$ cat config.mk
export PLATFORM = sky130hd
export DESIGN_NAME = hamming_decoder
export DESIGN_NICKNAME = d
export VERILOG_FILES = /design/src/rtl/hamming_decoder.sv
export SDC_FILE = /design/constraint.sdc
export NUM_CORES = 1
export LEC_CHECK = 0
export ABC_CLOCK_PERIOD_IN_PS = 1760
export CAP_MARGIN = 20
export CORE_ASPECT_RATIO = 0.8
export CORE_MARGIN = 3
export CORE_UTILIZATION = 40
export DETAILED_ROUTE_END_ITERATION = 16
export GPL_TIMING_DRIVEN = 0
export PLACE_DENSITY_LB_ADDON = 0.15
export RECOVER_POWER = 50
export SLEW_MARGIN = 20
export SYNTH_ARGS = -nofsm -noshare
export SYNTH_HDL_FRONTEND = slang
export SYNTH_SLANG_ARGS = --single-unit
$ cat constraint.sdc
create_clock -name i_clk -period 1.76 [get_ports i_clk]
set_input_delay 0.176 -clock i_clk [delete_from_list [all_inputs] [get_ports i_clk]]
set_output_delay 0.176 -clock i_clk [all_outputs]
set_load 0.005 [all_outputs]
$ cat src/rtl/hamming_decoder.sv
// -----------------------------------------------------------------------------
// hamming_decoder
//
// Hamming(7,4) single-error-correcting decoder with a two-stage registered
// pipeline and saturating statistics counters for bit-error-rate measurement.
//
// Codeword layout on i_data: [3:0] data d3..d0, [4] p0, [5] p1, [6] p2, with
//   p0 = d0^d1^d2, p1 = d1^d2^d3, p2 = d0^d1^d3.
//
// Stage 1 registers the codeword and its syndrome; stage 2 registers the
// corrected data word together with the syndrome and an error flag. A word
// presented with i_dv appears on o_dv exactly two cycles later. There is no
// backpressure, so one word per cycle is accepted and gaps in i_dv reappear
// unchanged on o_dv.
//
// Double-bit errors are not detected: they produce a nonzero syndrome and
// are miscorrected according to the syndrome map, with o_err=1.
//
// Ports:
//   i_clk       system clock, rising edge
//   i_rst_n     asynchronous active-low reset
//   i_data[6:0] received codeword
//   i_dv        i_data valid this cycle
//   i_clr       synchronous clear of both statistics counters
//   o_data[3:0] corrected data word (qualified by o_dv)
//   o_dv        output word valid
//   o_err       nonzero syndrome on this word (qualified by o_dv)
//   o_syndrome  syndrome {s2,s1,s0} (qualified by o_dv)
//   o_word_cnt  words decoded since reset/clear, saturating
//   o_err_cnt   words with nonzero syndrome since reset/clear, saturating
// -----------------------------------------------------------------------------
module hamming_decoder #(
    parameter int CNT_W = 16
) (
    input  logic             i_clk,
    input  logic             i_rst_n,
    input  logic [6:0]       i_data,
    input  logic             i_dv,
    input  logic             i_clr,
    output logic [3:0]       o_data,
    output logic             o_dv,
    output logic             o_err,
    output logic [2:0]       o_syndrome,
    output logic [CNT_W-1:0] o_word_cnt,
    output logic [CNT_W-1:0] o_err_cnt
);

    localparam logic [CNT_W-1:0] CNT_ONE = {{(CNT_W-1){1'b0}}, 1'b1};

    // Stage 1 registers
    logic [6:0]       cw_q;
    logic [2:0]       syn1_q;
    logic             v1_q;
    logic [2:0]       syn1_d;

    // Stage 2 registers
    logic [3:0]       data_q;
    logic [2:0]       syn2_q;
    logic             err_q;
    logic             dv_q;
    logic [3:0]       data_d;
    logic [3:0]       flip_mask;

    // Statistics counters
    logic [CNT_W-1:0] word_cnt_q;
    logic [CNT_W-1:0] word_cnt_d;
    logic [CNT_W-1:0] err_cnt_q;
    logic [CNT_W-1:0] err_cnt_d;

    // Syndrome of the incoming codeword: each bit re-checks one parity group.
    always_comb begin
        syn1_d = {i_data[6] ^ i_data[0] ^ i_data[1] ^ i_data[3],
                  i_data[5] ^ i_data[1] ^ i_data[2] ^ i_data[3],
                  i_data[4] ^ i_data[0] ^ i_data[1] ^ i_data[2]};
    end

    // Syndrome-to-data-bit map. Single-hot syndromes point at a parity bit,
    // so the data nibble passes through untouched in those cases.
    always_comb begin
        flip_mask = 4'b0000;
        case (syn1_q)
            3'b101:  flip_mask = 4'b0001;
            3'b111:  flip_mask = 4'b0010;
            3'b011:  flip_mask = 4'b0100;
            3'b110:  flip_mask = 4'b1000;
            default: flip_mask = 4'b0000;
        endcase
        data_d = cw_q[3:0] ^ flip_mask;
    end

    // Pipeline. Data registers load only when a valid word advances so the
    // outputs stay stable across gaps.
    always_ff @(posedge i_clk or negedge i_rst_n) begin
        if (!i_rst_n) begin
            cw_q   <= '0;
            syn1_q <= '0;
            v1_q   <= 1'b0;
            data_q <= '0;
            syn2_q <= '0;
            err_q  <= 1'b0;
            dv_q   <= 1'b0;
        end else begin
            v1_q <= i_dv;
            if (i_dv) begin
                cw_q   <= i_data;
                syn1_q <= syn1_d;
            end
            dv_q <= v1_q;
            if (v1_q) begin
                data_q <= data_d;
                syn2_q <= syn1_q;
                err_q  <= |syn1_q;
            end
        end
    end

    // Counters advance on each output word; clear wins over the increment
    // of the same cycle, so that word goes uncounted.
    always_comb begin
        word_cnt_d = word_cnt_q;
        err_cnt_d  = err_cnt_q;
        if (i_clr) begin
            word_cnt_d = '0;
            err_cnt_d  = '0;
        end else if (dv_q) begin
            if (!(&word_cnt_q)) begin
                word_cnt_d = word_cnt_q + CNT_ONE;
            end
            if (err_q && !(&err_cnt_q)) begin
                err_cnt_d = err_cnt_q + CNT_ONE;
            end
        end
    end

    always_ff @(posedge i_clk or negedge i_rst_n) begin
        if (!i_rst_n) begin
            word_cnt_q <= '0;
            err_cnt_q  <= '0;
        end else begin
            word_cnt_q <= word_cnt_d;
            err_cnt_q  <= err_cnt_d;
        end
    end

    assign o_data     = data_q;
    assign o_dv       = dv_q;
    assign o_err      = err_q;
    assign o_syndrome = syn2_q;
    assign o_word_cnt = word_cnt_q;
    assign o_err_cnt  = err_cnt_q;

endmodule

==> impl_metrics.env <==
export IMPL_syn_area_per_cell_um2=10.3
export IMPL_dieArea_um2=7060
export IMPL_ys_seq_area_share_pct=50.4
export IMPL_synth_common_cells="49 x dfrtp_1, 39 x nor2_1, 17 x xnor2_1, 17 x xor2_1, 15 x nand3_1"
export IMPL_synth_area_top_cells="dfrtp_1 50%, xnor2_1 6.1%, xor2_1 6.1%, nor2_1 6.0%, mux2_2 3.2%"
export IMPL_synth_top_area_share_pct=50.4
export IMPL_syn_to_final_growth_pct=39.2
export IMPL_yosysWarnings=0
export IMPL_synth_seq_cells=49
export IMPL_instances_no_fill=391
export IMPL_drtIter0Drc=114
export IMPL_synth_most_common_cell="dfrtp_1"
export IMPL_drc=0
export IMPL_synth_top_cell_by_area="dfrtp_1"
export IMPL_dpl_cell_area_um2=3070
export IMPL_cts_root_buffer="clkbuf_8"
export IMPL_ir_worst_vdd_mv=0.343
export IMPL_period_minus_slack_ns=1.73
export IMPL_synth_main_ff_cell="dfrtp_1"
export IMPL_start_util_pct=42.9
export IMPL_power_density_nw_per_um2=701
export IMPL_dp_cells=366
export IMPL_nNetsFinal=325
export IMPL_syn_num_nets=249
export IMPL_worstPathArrival_ns=1.93
export IMPL_cp_required_ns=1.95
export IMPL_cts_num_sinks=49
export IMPL_antenna_left=0
export IMPL_core_area_um2=5680
export IMPL_hold_path_class="input pin to flip-flop"
export IMPL_grt_overflow_total=0
export IMPL_port_buffers=51
export IMPL_diodes=0
export IMPL_fmax_ghz=0.577
export IMPL_die_h_um=75.8
export IMPL_start_kind="flip-flop"
export IMPL_max_cap_viol_count=0
export IMPL_synth_edf_count=0
export IMPL_grt_usage_pct=16.2
export IMPL_critical_path_endpoint_type="flip-flop"
export IMPL_wire_per_inst_um=14.3
export IMPL_cts_htree_levels=2
export IMPL_die_x_um=93.2
export IMPL_finalMaxSlewViolations=0
export IMPL_finalSetupTns_ns=0
export IMPL_p_leak_nw=1.33
export IMPL_setup_viol=0
export IMPL_criticalPathCategory="flip-flop to flip-flop"
export IMPL_row_count=24
export IMPL_synthCells=236
export IMPL_gp_congestion=0.829
export IMPL_async_flop_share_pct=100
export IMPL_layout_drive_gt1_share_pct=21.4
export IMPL_grt_pass1_vias=1805
export IMPL_vias=1997
export IMPL_worstSkewPairLatency_ns=0.30
export IMPL_syn_cell_area_um2=2430
export IMPL_drt_total_wl_um=5600
export IMPL_antenna_found_initial=0
export IMPL_dp_hpwl_um=3820
export IMPL_grt_first_pass_wirelength_um=8930
export IMPL_rsz0062_at_grt="yes"
export IMPL_cts_tree="built"
export IMPL_maxSlewHeadroom_pct=18.7
export IMPL_skew_ns=0.00632
export IMPL_cp_max_fo=5
export IMPL_hold_violations=0
export IMPL_status="finished, final reports clean"
export IMPL_drtPass1Iterations=4
export IMPL_cts_buffer_depth=2
export IMPL_grt_max_degree=30
export IMPL_period_share_pct=98.4
export IMPL_tightest_slew_ns=1.22
export IMPL_synth_cell_types=40
export IMPL_vias_per_cell=5.11
export IMPL_fin_area_um2=3390
export IMPL_ios=52
export IMPL_cts_buffers=5
export IMPL_clk_pin_slew_worst_paths_ns=0.09
-- layout by cell type, fill, tap and decap left out, types with 9 or more instances in the layout --
cell type         n
xor2_1           17
buf_4            18
dfrtp_1          41
a21oi_1          10
nor2_1           38
xnor2_1          17
nand3_1          13
nor3_1            9
nand2_1          12
clkdlybuf4s50_1  49
-- per-stage QoR --
stage | hold slack [ns] | setup slack [ns] | total power, mW | utilization, %
after floorplan | -0.120 | 0.0299 | 1.45 | -
after global placement | 0.456 | -0.939 | 1.64 | 53.8
after detailed placement | 0.181 | -0.236 | 1.65 | 54.1
after CTS | 0.338 | 0.00293 | 2.40 | 57.7
after global routing | 0.459 | -0.0837 | 2.50 | 59.7
final | 0.461 | 0.0273 | 2.37 | 59.7
-- worst paths after layout --
| check | from | end | slack (ns) | cells past startpoint |
|---|---|---|---|---|
| max | o_word_cnt[9]$_DFFE_PN0P_ | o_word_cnt[5]$_DFFE_PN0P_ | 0.03 | 4 |
| min | i_dv | v1_q$_DFF_PN0_ | 0.46 | 1 |
| max reg2reg | o_word_cnt[9]$_DFFE_PN0P_ | o_word_cnt[5]$_DFFE_PN0P_ | 0.03 | 4 |
| min reg2reg | v1_q$_DFF_PN0_ | o_dv$_DFF_PN0_ | 0.49 | 0 |
| max in group asynchronous | i_rst_n | o_err_cnt[1]$_DFFE_PN0P_ | 0.23 | 3 |
| min in group asynchronous | i_rst_n | o_word_cnt[10]$_DFFE_PN0P_ | 0.64 | 2 |
-- layout make-up --
class                      instances  area (µm²)
fill                             496        2290
multi-input combinational        177        1250
sequential                        49        1240
timing repair buffer              70         653
tap                               78        97.6
clock buffer                       7        96.3
buffer                             6        36.3
inverter                           3        11.3
clock inverter                     1        5.00
-- kinds of logic (layout without fill, tap and decap cells) --
family | after synthesis | in the layout | share of synthesized area (%)
compound gates | 26 | 26 | 7.56
xor+xnor | 34 | 34 | 12.2
fa+ha+maj | 2 | 2 | 1.03
flops | 49 | 49 | 50.4
buf+inv | 10 | 87 | 2.42
simple gates | 106 | 106 | 22.3
mux | 9 | 9 | 4.06
-- critical path, cell delays in order, from the launching register on --
cell and delay (ns):
dfrtp_1 0.39, nand3_2 0.12, nor3_1 0.66, nand2_1 0.14, a311oi_1 0.32
-- state kept, by name, indices dropped and copies added, names as in the netlist, 3 cells and up --
register	count
o_word_cnt	16
o_data	4
o_syndrome	3
cw_q	4
o_err_cnt	16
syn1_q	3
-- repair_timing --
item                                    CTS  global route
buffers inserted                          8             9
resized for setup                         9            16
hold buffers                              1             0
hold endpoints to repair                 20             0
pin swaps                                 1             6
endpoints found under the setup margin   18            25
-- metal layers --
layer / part of all wire [%] / track usage, % / vias up / wire length [µm]
met2: 44 / 23.6 / 62 / 2470
met4: 0.86 / 5.20 / 0 / 48
met3: 6.7 / 4.24 / 7 / 376
met5: 0 / 0 / - / 0
li1: - / - / 983 / -
met1: 48 / 23.7 / 945 / 2710
-- power breakdown --
group / switching [mW] / total [mW] / internal [mW]
combinational: 0.157 / 0.374 / 0.217
clock: 0.367 / 0.723 / 0.356
sequential: 0.0768 / 1.28 / 1.20
(Power assumes the default switching activity.)
